===== src/rtl/pedestrian_crossing_ctrl.sv =====
// Pedestrian-side crossing controller: debounces the button, requests a red phase
// from the vehicle light, and sequences WALK / flashing DON'T-WALK with safety abort.
module pedestrian_crossing_ctrl #(
  parameter int DEBOUNCE_CYCLES  = 4,
  parameter int CLEARANCE_CYCLES = 1,
  parameter int WALK_CYCLES      = 3,
  parameter int FLASH_CYCLES     = 2,
  parameter int HOLDOFF_CYCLES   = 8
) (
  input  logic clk_i,
  input  logic rst_i,
  input  logic button_raw_i,
  input  logic red_i,
  input  logic amber_i,
  input  logic green_i,
  output logic pedestrian_button_o,
  output logic walk_o,
  output logic dont_walk_o,
  output logic wait_o,
  output logic abort_o
);

  // A zero-length parameter still occupies one cycle.
  localparam int DEB_EFF   = (DEBOUNCE_CYCLES  < 1) ? 1 : DEBOUNCE_CYCLES;
  localparam int CLEAR_EFF = (CLEARANCE_CYCLES < 1) ? 1 : CLEARANCE_CYCLES;
  localparam int WALK_EFF  = (WALK_CYCLES      < 1) ? 1 : WALK_CYCLES;
  localparam int FLASH_EFF = (FLASH_CYCLES     < 1) ? 1 : FLASH_CYCLES;
  localparam int HOLD_EFF  = (HOLDOFF_CYCLES   < 1) ? 1 : HOLDOFF_CYCLES;

  localparam int MAX_A   = (CLEAR_EFF > WALK_EFF) ? CLEAR_EFF : WALK_EFF;
  localparam int MAX_B   = (FLASH_EFF > HOLD_EFF) ? FLASH_EFF : HOLD_EFF;
  localparam int CNT_MAX = (MAX_A > MAX_B) ? MAX_A : MAX_B;
  localparam int CNT_W   = $clog2(CNT_MAX + 1);
  localparam int DEB_W   = $clog2(DEB_EFF + 1);

  typedef enum logic [2:0] {
    ST_IDLE,
    ST_ARMED,
    ST_CLEAR,
    ST_WALK,
    ST_FLASH,
    ST_HOLDOFF
  } state_t;

  state_t           state;
  logic [1:0]       sync_q;
  logic             deb_level;
  logic             deb_level_q;
  logic [DEB_W-1:0] deb_cnt;
  logic [CNT_W-1:0] cnt;
  logic             stop;
  logic             stop_q;
  logic             enter_walk;

  // Red alone means stop; red+amber and illegal combinations do not.
  assign stop       = red_i & ~amber_i & ~green_i;
  assign enter_walk = (state == ST_CLEAR) && stop && (cnt == '0);

  always_ff @(posedge clk_i or posedge rst_i) begin
    if (rst_i) begin
      sync_q      <= '0;
      deb_level   <= 1'b0;
      deb_level_q <= 1'b0;
      deb_cnt     <= '0;
    end else begin
      sync_q      <= {sync_q[0], button_raw_i};
      deb_level_q <= deb_level;
      if (sync_q[1] == deb_level) begin
        deb_cnt <= '0;
      end else if (int'(deb_cnt) >= DEB_EFF - 1) begin
        deb_level <= sync_q[1];
        deb_cnt   <= '0;
      end else begin
        deb_cnt <= deb_cnt + 1'b1;
      end
    end
  end

  // The request latch doubles as the wait indicator; a press landing on WALK entry is dropped.
  always_ff @(posedge clk_i or posedge rst_i) begin
    if (rst_i) begin
      wait_o <= 1'b0;
    end else if (enter_walk) begin
      wait_o <= 1'b0;
    end else if (deb_level && !deb_level_q) begin
      wait_o <= 1'b1;
    end
  end

  always_ff @(posedge clk_i or posedge rst_i) begin
    if (rst_i) begin
      state               <= ST_IDLE;
      cnt                 <= '0;
      stop_q              <= 1'b0;
      pedestrian_button_o <= 1'b0;
      walk_o              <= 1'b0;
      dont_walk_o         <= 1'b1;
      abort_o             <= 1'b0;
    end else begin
      stop_q              <= stop;
      pedestrian_button_o <= 1'b0;
      abort_o             <= 1'b0;
      case (state)
        ST_IDLE: begin
          walk_o      <= 1'b0;
          dont_walk_o <= 1'b1;
          if (wait_o && !red_i) begin
            pedestrian_button_o <= 1'b1;
            state               <= ST_ARMED;
          end
        end
        ST_ARMED: begin
          if (stop && !stop_q) begin
            cnt   <= CNT_W'(CLEAR_EFF - 1);
            state <= ST_CLEAR;
          end
        end
        ST_CLEAR, ST_WALK, ST_FLASH: begin
          if (!stop) begin
            walk_o      <= 1'b0;
            dont_walk_o <= 1'b1;
            abort_o     <= 1'b1;
            cnt         <= CNT_W'(HOLD_EFF - 1);
            state       <= ST_HOLDOFF;
          end else if (cnt != '0) begin
            cnt <= cnt - 1'b1;
            if (state == ST_FLASH) dont_walk_o <= ~dont_walk_o;
          end else if (state == ST_CLEAR) begin
            walk_o      <= 1'b1;
            dont_walk_o <= 1'b0;
            cnt         <= CNT_W'(WALK_EFF - 1);
            state       <= ST_WALK;
          end else if (state == ST_WALK) begin
            walk_o      <= 1'b0;
            dont_walk_o <= 1'b1;
            cnt         <= CNT_W'(FLASH_EFF - 1);
            state       <= ST_FLASH;
          end else begin
            dont_walk_o <= 1'b1;
            cnt         <= CNT_W'(HOLD_EFF - 1);
            state       <= ST_HOLDOFF;
          end
        end
        ST_HOLDOFF: begin
          walk_o      <= 1'b0;
          dont_walk_o <= 1'b1;
          if (cnt == '0) state <= ST_IDLE;
          else cnt <= cnt - 1'b1;
        end
        default: state <= ST_IDLE;
      endcase
    end
  end

endmodule


===== config.mk =====
export PLATFORM = sky130hd
export DESIGN_NAME = pedestrian_crossing_ctrl
export DESIGN_NICKNAME = d
export VERILOG_FILES = /design/src/rtl/pedestrian_crossing_ctrl.sv
export SDC_FILE = /design/constraint.sdc
export NUM_CORES = 1
export LEC_CHECK = 0
export ABC_AREA = 0
export BUFFER_PORTS_ARGS = -buffer_cell sky130_fd_sc_hd__buf_2
export CAP_MARGIN = 30
export CORE_MARGIN = 10
export CORE_UTILIZATION = 55
export DETAILED_ROUTE_END_ITERATION = 8
export HOLD_SLACK_MARGIN = 0.05
export PLACE_DENSITY = 0.77
export SLEW_MARGIN = 40
export SYNTH_ARGS = -nofsm -noshare
export SYNTH_HDL_FRONTEND = slang
export SYNTH_SLANG_ARGS = --single-unit

===== constraint.sdc =====
create_clock -name clk_i -period 2.08 [get_ports clk_i]
set_clock_uncertainty 0.15 [all_clocks]
set_input_delay 0.208 -clock clk_i [delete_from_list [all_inputs] [get_ports clk_i]]
set_output_delay 0.208 -clock clk_i [all_outputs]
set_load 0.02 [all_outputs]

# Word level (Yosys, flattened, before mapping)

Index checks and enable logic that the tools add are counted.

Add/subtract/negate cells: 2
Reduce and logical (&&, ||, !) cells: 21
$lt $le $gt $ge: 1
Equality and inequality tests: 13
Muxes and demuxes: 33
Bitwise logic cells: 6

Operators with widths:

| cell                  | number |
|---|---|
| $mux W3               | 10 |
| $mux W4               | 4 |
| $mux W1               | 15 |
| $pmux W3 S4           | 1 |
| $pmux W4 S3           | 1 |
| $ne A2 B2 Y1 const B  | 4 |
| $ne A4 B4 Y1 const B  | 2 |
| $eq A3 B2 Y1 const B  | 2 |
| $eq A3 B3 Y1 const B  | 2 |
| $reduce_and A3 Y1     | 2 |
| $logic_and A1 B1 Y1   | 5 |
| $logic_not A4 Y1      | 1 |
| $not A1 Y1            | 4 |
| $pmux W1 S2           | 2 |
| $reduce_and A2 Y1     | 2 |
| $reduce_and A4 Y1     | 1 |
| $reduce_bool A2 Y1    | 2 |
| $reduce_bool A4 Y1    | 1 |
| $sub A4 B1 Y4 const B | 1 |
| $add A3 B1 Y3 const B | 1 |
| $eq A3 B1 Y1 const B  | 1 |
| $ge A3 B2 Y1 const B  | 1 |
| $logic_not A1 Y1      | 3 |
| $logic_not A3 Y1      | 1 |
| 6 further kinds       | 7 |

Register bits: 20
Output and inout bits: 5
Input port bits: 6
Logic and storage cells: 88

# Longest topological paths before layout

Word-level depth: 6
Mapped depth: 7
Mapped depth without buffers: 6

# Least setup slack after synthesis

Ideal clock, no wire load.

Kind: reg-to-reg
Start: register cnt[0]
End: register cnt[3]
Arrival: 1618 ps
Slack: 191 ps
Required time: 1809 ps
Path buffers: 1
Cell stages (with the launch flop): 8
Clock period less this slack: 1889 ps
Path through: dfrtp_1 > inv_1 > ha_1 > or3b_1 > buf_2 > a21oi_1 > o32ai_1 > a22o_1

Cells in the longest elaborated chain, start to end: 4
Elaborated cells on any way between the ends: 9

RTL lines:

| item                                                | RTL line      | source |
|---|---|---|
| start, declared                                     | 50            | `logic [CNT_W-1:0] cnt;` |
| start signal, assigned                              | 114           | `cnt <= CNT_W'(CLEAR_EFF - 1);` |
| start signal, assigned                              | 123           | `cnt <= CNT_W'(HOLD_EFF - 1);` |
| start signal, assigned                              | 126           | `cnt <= cnt - 1'b1;` |
| $sub A4 B1 Y4 or $reduce_bool A4 Y1 (tied branches) | 126, 148, 125 |  |
| $mux W4                                             | 125           | `end else if (cnt != '0) begin` |
| $mux W4                                             | 119           | `if (!stop) begin` |
| $pmux W4 S3                                         | 103           | `case (state)` |

Several ways; a longest one is shown, not always the timed one. The select of a mux whose other input is x is not followed.
A chain may end at the register's enable or synchronous reset.

# Final worst setup path

Start: register cnt[0]
End: register cnt[2]

Same word-level chain as after synthesis.

==> out/qor.txt <==
======================================================================================
Element type at the critical path start .................................     register
Cell count of the worst reg-to-reg path .................................            7
H-Tree Level Count ......................................................            1
Worst Hold Launch .......................................................        red_i
Buffer type at the clock tree root ......................................     clkbuf_4
Largest family of logic cells by synthesized area ....................... compound AO/OA/AOI/OAI gates
R2r setup slk ...........................................................       140 ps
Number of standard-cell rows in the floorplan ...........................           16
Critical Path Fanout Max ................................................            5
Final number of max-transition violations ...............................            0
Via count of the first global-routing pass ..............................          972
Initial antenna violation count .........................................            0
Launching point of the worst reg2reg path ............................... cnt[0]$_DFFE_PP0P_
Layout cells sized above 1 ..............................................        23.3%
TritonCTS sink count ....................................................           20
Pwr Density ............................................................. 1210 mW/mm^2
Number of synthesized flops with an enable pin ..........................            0
Fraction of the mapped netlist area in compound gates ...................        24.5%
Number of warnings reported in the yosys synthesis log ..................            0
Slew at the pin closest to its max-slew limit ...........................       761 ps
Maximum vdd ir drop .....................................................     0.642 mV
Hold crit path type ..................................................... input port to register
Total Routed Length .....................................................      2510 um
Worst reg2reg endpoint .................................................. cnt[2]$_DFFE_PP0P_
Final clock period utilization by the worst path ........................        93.1%
Relative area change from synthesis to final layout .....................        11.4%
Pre-Repair DR Iteration Count ...........................................            4
Most used flip-flop cell after synthesis ................................      dfrtp_1
Top cell type by total area after synthesis .............................      dfrtp_1
Fmax achieved ...........................................................    0.516 GHz
# port buffers ..........................................................           10
Area share of xor/xnor cells in the synthesized design ..................       0.764%
Count of non-filler cells in the finished layout ........................          156
Pin count of the biggest net entering global routing ....................           21
Post-synthesis mux area share ...........................................        1.86%
Post-route ant nets .....................................................            0
Number of distinct standard cells referenced by the synthesized netlist .           52
Routability-driven placement congestion ratio ...........................        0.871
Post-synthesis share of cell area spent on and, or, nand and nor gates ..        17.7%
Aggregate global routing overflow .......................................            0
Antenna fix cells .......................................................            0
Worst Path Class, Setup ................................................. register to register
Final setup viols .......................................................            0
Die Outline Area ........................................................ 0.00431 sq mm
Leading post-synthesis cells by cell area ............................... dfrtp_1, a21oi_1, ha_1, dfstp_2, inv_1
First-pass GRT wire length ..............................................      4310 um
Most common cell in the synthesized netlist .............................      dfrtp_1
Fraction of registers with async set or reset after synthesis ...........         100%
Floorplan Core Area ..................................................... 0.00196 sq mm
TritonCTS Buffers .......................................................            3
Total via count in the routed design ....................................          971
Drt drc .................................................................            0
Top cell types by occurrence after synthesis ............................ dfrtp_1, a21oi_1, inv_1, nor2_1, nand2_1
Die Span Y ..............................................................      65.7 um
Synthesized net count ...................................................          126
Boundary Pins ...........................................................           11
Mean Syn Cell Area ......................................................   9.80 sq um
CTS tree ................................................................        built
Post-DR wirelength/cell .................................................      16.1 um
Area share of the largest cell type after synthesis .....................        41.5%
Total Power .............................................................    0.00155 W
Endpoint of the worst hold path ......................................... pedestrian_button_o$_DFF_PP0_
Static leakage ..........................................................     0.560 nW
Adder-cell area share of the yosys netlist ..............................        3.28%
Source-to-sink clock delay at the later pin of the worst-skew pair ......       300 ps
Number of instances in the placed design ................................          150
Number of endpoints with negative hold slack in the final report ........            0
Endpoint kind of the worst setup timing path ............................     register
Cells after Synth .......................................................          117
Post-synthesis sequential area ratio ....................................        43.8%
Deepest clock path buffer count .........................................            2
Relative slew margins ...................................................        49.2%
Post-detail-place hpwl ..................................................      1770 um
Starting density of the core ............................................        58.4%
Mean number of vias per cell ............................................         6.22
Worst path required time ................................................      2130 ps
Die width ...............................................................      65.7 um
Setup repair after global routing missed its margin .....................           no
Worst hold stages .......................................................            3
Minimum period implied by the final worst setup slack ...................      1940 ps
Number of maximum-capacitance constraint violations .....................            0
Overall fraction of global-route tracks in use ..........................        12.2%
Total negative slack for setup checks ...................................         0 ps
Outcome ................................................................. complete, no violations
Number of DRC violations after detailed-routing iteration 0 .............           55
CTS clk-pin slew, worst paths ...........................................       120 ps
Number of nets in the final layout ......................................          139
Synth Cell Area ......................................................... 0.00115 sq mm
Crit path DAT ...........................................................      1980 ps
Number of storage elements in the synthesis netlist .....................           20
======================================================================================
worst max path at each step:
stage | from | to | slack [ps] | cells past startpoint
final | cnt[0]$_DFFE_PP0P_ | cnt[2]$_DFFE_PP0P_ | 140 | 7
after global routing | cnt[0]$_DFFE_PP0P_ | cnt[2]$_DFFE_PP0P_ | 70 | 7
after CTS | cnt[0]$_DFFE_PP0P_ | cnt[2]$_DFFE_PP0P_ | 60 | 7
after detailed placement | cnt[0]$_DFFE_PP0P_ | cnt[3]$_DFFE_PP0P_ | 110 | 6
after global placement | cnt[0]$_DFFE_PP0P_ | cnt[3]$_DFFE_PP0P_ | 200 | 6
after floorplan | cnt[0]$_DFFE_PP0P_ | cnt[3]$_DFFE_PP0P_ | 190 | 7
routing by layer:
layer	global-route usage [%]	vias up	wire length [um]
met2	19.9	34	1230
met4	5.35	0	19
met5	0	-	0
met3	3.22	2	126
met1	14.7	478	1130
li1	-	457	-
cell type report:
| cell class | instances | area, sq um |
|---|---|---|
| fill | 174 | 686 |
| multi-input combinational | 79 | 557 |
| sequential | 20 | 502 |
| timing repair buffer | 18 | 115 |
| clock buffer | 4 | 36.3 |
| tap | 27 | 33.8 |
| inverter | 8 | 32.5 |
sequential cells by signal (all words and copies together), names as in the netlist:
| register | count |
|---|---|
| deb_cnt | 3 |
| dont_walk_o | 1 |
| wait_o | 1 |
| pedestrian_button_o | 1 |
| sync_q | 2 |
| walk_o | 1 |
| state | 3 |
| deb_level_q | 1 |
| stop_q | 1 |
| abort_o | 1 |
| cnt | 4 |
| deb_level | 1 |
repair_timing:
action                                  CTS  global route
endpoints found under the hold margin    20             0
setup buffers                             0             0
endpoints found under the setup margin    0             3
resized for setup                         0             2
hold buffers                              2             0
critical path, stage by stage (launching register included):
cell and delay, ps:
dfrtp_1 390, inv_1 70, ha_1 200, buf_4 150
and4bb_2 250, o21ai_2 220, o311ai_1 160, a32o_1 240
layout by cell type, fill, tap and decap left out, drive strengths merged, types with 2 or more instances in the layout:
cell and instances:
a2bb2oi 2, nor3 2, and3 2, buf 16
or3b 3, dlygate4sd3 2, nand2b 3, inv 8
nor2b 3, nand3 3, nor3b 3, a31oi 3
o22ai 2, nand2 5, clkbuf 4, ha 3
o311ai 2, dfrtp 19, a21oi 9, o21ai 4
o32ai 2, nor2 6
cell families (layout without fill, tap and decap cells):
kind of cell / count (synthesis) / count (layout)
simple gates: 35 / 35
flops: 20 / 20
buf+inv: 18 / 30
compound gates: 38 / 38
fa+ha+maj: 3 / 3
xor+xnor: 1 / 1
mux: 2 / 2
through the flow:
stage | hold slack (ps) | util [%] | setup WS [ps] | instance area, sq um
after global routing | 87.8 | 65.1 | 65.6 | 1280
after floorplan | 21.1 | - | 191 | 1150
final | 65.0 | 65.1 | 142 | 1280
after CTS | 63.7 | 64.7 | 58.6 | 1270
after global placement | 168 | 61.9 | 199 | 1210
after detailed placement | 168 | 61.9 | 109 | 1210
power by group:
group	switching, W	leakage, nW	internal (W)
Combinational	0.000401	0.287	0.000335
Sequential	0.000107	0.252	0.000482
Clock	0.000119	0.0210	0.000107
Total	0.000626	0.560	0.000923
No activity file was read; power rests on OpenSTA's default activity.
